[config.mk]
export PLATFORM = sky130hd
export DESIGN_NAME = fp32_seq_divider
export DESIGN_NICKNAME = d
export VERILOG_FILES = /design/src/rtl/fp32_seq_divider.sv
export SDC_FILE = /design/constraint.sdc
export NUM_CORES = 1
export LEC_CHECK = 0
export ABC_CLOCK_PERIOD_IN_PS = 11100
export BUFFER_PORTS_ARGS = -buffer_cell sky130_fd_sc_hd__buf_2
export CORE_ASPECT_RATIO = 0.9
export CORE_MARGIN = 1.5
export CORE_UTILIZATION = 65
export CTS_CLUSTER_DIAMETER = 100
export CTS_CLUSTER_SIZE = 20
export DETAILED_ROUTE_END_ITERATION = 7
export PLACE_DENSITY_LB_ADDON = 0.12
export SYNTH_ARGS = -nofsm -noshare
export SYNTH_HDL_FRONTEND = slang
export SYNTH_SLANG_ARGS = --single-unit
[constraint.sdc]
create_clock -name clk -period 11.1 [get_ports clk]
set_clock_uncertainty 0.2 [all_clocks]
set_input_delay 1.11 -clock clk [delete_from_list [all_inputs] [get_ports clk]]
set_output_delay 1.11 -clock clk [all_outputs]
set_load 0.02 [all_outputs]
[src/rtl/fp32_seq_divider.sv]
// Sequential IEEE 754 single-precision divider: restoring division, one quotient bit per cycle,
// round-to-nearest-even, denormals flushed to zero, fixed 27-cycle latency.
module fp32_seq_divider (
   input  logic        clk,
   input  logic        rst,
   input  logic        in_valid,
   output logic        in_ready,
   input  logic [31:0] a,
   input  logic [31:0] b,
   output logic        out_valid,
   input  logic        out_ready,
   output logic [31:0] y,
   output logic [3:0]  flags
);

   typedef enum logic [1:0] {StIdle, StDiv, StRound, StDone} state_e;

   state_e      state_q;
   logic [30:0] a_q, b_q;
   logic        sign_q;
   logic [4:0]  cnt_q;
   logic [25:0] quo_q, rem_q;
   logic [31:0] y_q;
   logic [3:0]  flags_q;
   logic        in_ready_q, out_valid_q;

   // One restoring-division step on the registered partial remainder.
   logic [25:0] divisor, diff, quo_d, rem_d;
   logic        qbit;

   always_comb begin
      divisor = {2'b00, |b_q[30:23], b_q[22:0]};
      qbit    = (rem_q >= divisor);
      diff    = qbit ? (rem_q - divisor) : rem_q;
      rem_d   = {diff[24:0], 1'b0};
      quo_d   = {quo_q[24:0], qbit};
   end

   logic signed [9:0] exp_a, exp_b, exp_n, exp_f;
   logic [22:0] frac, frac_r;
   logic        guard, sticky, rnd_up, carry;
   logic        a_max, b_max, a_zero, b_zero, a_nan, b_nan, a_inf, b_inf;
   logic [31:0] y_d;
   logic [3:0]  flags_d;

   always_comb begin
      exp_a = signed'({2'b00, a_q[30:23]});
      exp_b = signed'({2'b00, b_q[30:23]});
      if (quo_q[25]) begin
         frac   = quo_q[24:2];
         guard  = quo_q[1];
         sticky = quo_q[0] | (|rem_q);
         exp_n  = exp_a - exp_b + 10'sd127;
      end else begin
         frac   = quo_q[23:1];
         guard  = quo_q[0];
         sticky = |rem_q;
         exp_n  = exp_a - exp_b + 10'sd126;
      end
      rnd_up = guard & (sticky | frac[0]);
      // The hidden bit is always set, so a carry out of the significand needs an all-ones fraction.
      carry  = rnd_up & (&frac);
      frac_r = frac + {22'd0, rnd_up};
      exp_f  = carry ? (exp_n + 10'sd1) : exp_n;

      a_max  = &a_q[30:23];
      b_max  = &b_q[30:23];
      a_zero = ~|a_q[30:23];
      b_zero = ~|b_q[30:23];
      a_nan  = a_max & (|a_q[22:0]);
      b_nan  = b_max & (|b_q[22:0]);
      a_inf  = a_max & ~|a_q[22:0];
      b_inf  = b_max & ~|b_q[22:0];

      y_d     = {sign_q, exp_f[7:0], frac_r};
      flags_d = {3'b000, guard | sticky};
      if (exp_f >= 10'sd255) begin
         y_d     = {sign_q, 8'hFF, 23'd0};
         flags_d = 4'b0101;
      end else if (exp_f <= 10'sd0) begin
         y_d     = {sign_q, 31'd0};
         flags_d = 4'b0011;
      end

      if (a_nan | b_nan | (a_zero & b_zero) | (a_inf & b_inf)) begin
         y_d     = 32'h7FC0_0000;
         flags_d = 4'b0000;
      end else if (a_inf) begin
         y_d     = {sign_q, 8'hFF, 23'd0};
         flags_d = 4'b0000;
      end else if (b_zero) begin
         y_d     = {sign_q, 8'hFF, 23'd0};
         flags_d = 4'b1000;
      end else if (a_zero | b_inf) begin
         y_d     = {sign_q, 31'd0};
         flags_d = 4'b0000;
      end
   end

   always_ff @(posedge clk or posedge rst) begin
      if (rst) begin
         state_q     <= StIdle;
         a_q         <= '0;
         b_q         <= '0;
         sign_q      <= 1'b0;
         cnt_q       <= '0;
         quo_q       <= '0;
         rem_q       <= '0;
         y_q         <= '0;
         flags_q     <= '0;
         in_ready_q  <= 1'b1;
         out_valid_q <= 1'b0;
      end else begin
         case (state_q)
            StIdle: begin
               if (in_valid) begin
                  a_q        <= a[30:0];
                  b_q        <= b[30:0];
                  sign_q     <= a[31] ^ b[31];
                  cnt_q      <= 5'd25;
                  quo_q      <= '0;
                  rem_q      <= {2'b00, |a[30:23], a[22:0]};
                  in_ready_q <= 1'b0;
                  state_q    <= StDiv;
               end
            end
            StDiv: begin
               quo_q <= quo_d;
               rem_q <= rem_d;
               if (cnt_q == 5'd0) begin
                  state_q <= StRound;
               end else begin
                  cnt_q <= cnt_q - 5'd1;
               end
            end
            StRound: begin
               y_q         <= y_d;
               flags_q     <= flags_d;
               out_valid_q <= 1'b1;
               state_q     <= StDone;
            end
            StDone: begin
               if (out_ready) begin
                  out_valid_q <= 1'b0;
                  in_ready_q  <= 1'b1;
                  state_q     <= StIdle;
               end
            end
         endcase
      end
   end

   assign in_ready  = in_ready_q;
   assign out_valid = out_valid_q;
   assign y         = y_q;
   assign flags     = flags_q;

endmodule

==> results.yml <==
outcome:
  status: "finished, final reports clean"
min_path:
  min_to: "y[31]"
  hp-class: "register to register"
  worstHoldStart: "sign_q"
  hold_path_depth: 2
clock_tree:
  cts_buffers: 17
  cts-root-buf: "clkbuf_16"
  ctsHoldBuffers: 0
  cts_setup_buffers: 0
  cts.clk_slew.worst_paths_ns: 0.07
  ctsResizeCount: 0
  cts_sinks: 160
  clk_path_buf_depth: 2
  h-tree-depth: 4
  cts_tree: "done"
  clock_latency_ns: 0.43
setup_path:
  critPathRequiredTime_ns: 11.23
  cpMaxStageDelayCell: "or4_4"
  rr_worst_depth: 16
  critPathLaunchType: "register"
  path_delay_family: "compound AO/OA/AOI/OAI gates"
  slowest_delay_ns: 0.55
  r2r_slack_ns: 6.19
  crit_type: "register to register"
  critPathBufInv: 1
  r2r_start: "b_q[24]"
  end_kind: "register"
  worstPathArrival_ns: 5.04
  cp_cell_sequence: "inv_1, ha_1, nor2b_4, or3_4, nand2_1, ha_1, and2_0, and3_1, o31a_1, a21oi_1, or4_4, a2111oi_4, xnor2_1, a21boi_2, o2111ai_4, o32ai_1"
  worst_path_most_repeated_cell: "ha_1"
  r2r-end: "y[6]"
  worstPathMaxFanout: 22
power_and_ir_drop:
  total_power_mw: 4.30
  pwr-share-seq_pct: 23.2
  vdd_drop_max_mv: 0.260
  p_clk_share_pct: 14.9
  pwr-share-comb_pct: 61.9
  leakage_nw: 5.25
  internal_power_mw: 2.25
  swShare_pct: 47.5
  power_density_nw_per_um2: 369
  p_sw_mw: 2.04
routing:
  wl_mm: 26.3
  final_antenna_net_count: 0
  vias: 9091
  drt-initial-drc-count: 789
  drtPass1Iterations: 5
  viasPerCell: 6.35
  post_drt_wl_per_cell_microns: 18.4
  drcViolationCount: 0
place:
  place_congestion: 0.962
  dp_cells: 1401
  port_buffers: 105
  hpwlAfterDp_mm: 18.2
final_layout:
  drive_gt1_share_pct: 20.0
  nFillCells: 1162
  antenna_cells: 0
  fin_cells: 1432
  final_common_cell: "dfrtp_1"
  syn_to_final_growth_pct: 11.7
  nNetsFinal: 1332
  mostFrequentLayoutCells: "dfrtp_1 (158), nand2_1 (133), buf_2 (105)"
floorplanning:
  pin_count: 106
  core_area_sq_um: 15500
  die_h_microns: 123
  dieArea_sq_um: 16800
  initial_core_util_pct: 67.0
  fp-row-count: 43
  die-width_microns: 136
synthesis:
  netlist_area_sq_um: 10400
  synth-seq-cells: 160
  syn_nets: 1258
  yosysSeqAreaShare_pct: 38.5
  synthFlopType: "dfrtp_1"
  yosysUniqueCellTypes: 89
  synth_edf_count: 0
  syn_inst: 1144
  ys_warn_count: 0
  synth.avg_cell_area_sq_um: 9.10
  synth-async-reset-ratio_pct: 100
grt:
  grt_pass1_vias: 8417
  grtUsageTotal_pct: 32.7
  grt_pass1_wl_mm: 42.9
  grt_start_max_net_pins: 96
  antenna_found_initial: 0
  grt_overflow: 0
sta:
  fmax_ghz: 0.204
  fin_tns_setup_ns: 0
  slew_headroom_pct: 37.6
  period_needed_ns: 4.91
  setup_viol: 0
  finalHoldViolations: 0
  rsz0062_at_grt: "no"
  tightest_slew_ns: 0.936
  slew_violations: 0
  finalCritPeriodShare_pct: 44.2
flow_run:
  maxCapViolCount: 0
==> synth_stat cells (all sizes together) (5+ instances only) <==
library cell	n	area share (%)
a211oi	7	0.55
a21o	20	1.4
a21oi	55	2.7
a221oi	6	0.50
a31oi	7	0.42
and3	12	0.72
buf	17	1.1
clkbuf	41	1.5
dfrtp	159	38
ha	45	5.4
inv	91	3.3
mux2	68	7.4
mux2i	26	2.5
nand2	135	4.9
nand2b	7	0.42
nand3	37	1.8
nand4	16	0.96
nor2	57	2.1
nor2b	10	0.67
nor3	27	1.3
nor4	28	1.9
nor4b	5	0.71
o211ai	18	1.3
o21a	6	0.43
o21ai	81	3.9
o221a	5	0.54
o22ai	21	1.3
o31ai	7	0.50
o32ai	9	0.76
xnor2	25	2.1
xor2	24	2.0
==> state kept, by name (all words and copies together) (netlist names) <==
signal and flops:
flags 4, b_q 31, in_ready 1, out_valid 1, state_q 2, rem_q 26
quo_q 26, a_q 31, sign_q 1, cnt_q 5, y 32
==> cell type report <==
cell class | instances | area (sq um) | area share, %
Clock buffer | 20 | 457 | 3.93
Clock inverter | 11 | 179 | 1.54
Inverter | 91 | 347 | 2.98
Multi-Input combinational cell | 835 | 5810 | 49.9
Sequential cell | 160 | 4010 | 34.4
Tap cell | 202 | 253 | 2.17
Timing Repair Buffer | 113 | 586 | 5.03
==> power groups by stage <==
stage                     Sequential (mW)  Combinational [mW]  Clock [mW]
after detailed placement            0.997                2.58           0
after floorplan                     0.961                2.08           0
final                               0.998                2.66       0.639
after global placement              0.990                2.52           0
after CTS                           0.992                2.61       0.643
after global routing                 1.02                2.93       0.667
==> routing by layer <==
layer  wire, microns  global-route usage, %
met5               0                      0
met4             441                   8.78
met3            1900                   6.27
met2           12200                   50.7
met1           11800                   47.4
==> metrics by stage <==
stage	setup slack (ns)	hold slack [ns]	instance area (sq um)	util, %
2_1_floorplan	5.47	0.249	10400	-
3_3_place_gp	6.34	0.267	11000	70.7
3_5_place_dp	6.19	0.268	11000	70.7
4_1_cts	6.20	0.282	11600	74.8
5_1_grt	5.88	0.318	11600	74.8
6_report	6.19	0.285	11600	74.8
==> kinds of logic after synthesis <==
group,Yosys count,synth area share [%]
DFF,160,38.5
and+or+nand+nor,361,17.5
adders and majority gates,46,5.60
buffers and inverters,149,5.92
muxes,94,9.85
AOI/OAI and AO/OA,284,18.3
xor gates and xnor gates,50,4.34
==> worst max-delay path by stage <==
stage,startpoint,end,slack [ns],depth (start not counted)
finish,b_q[24],y[6],6.19,16
global route,b_q[24],y[3],5.88,16
floorplan,rst,a_q[0],5.47,1
CTS,b_q[24],y[3],6.20,16
global placement,a_q[24],y[3],6.34,15
detailed placement,b_q[24],y[6],6.19,16
==> tightest hold or removal path: stages (launching register included) <==
cell and delay [ns]:
dfrtp_1 0.34, nand2_1 0.05, o21ai_0 0.06
(Power assumes the default switching activity.)
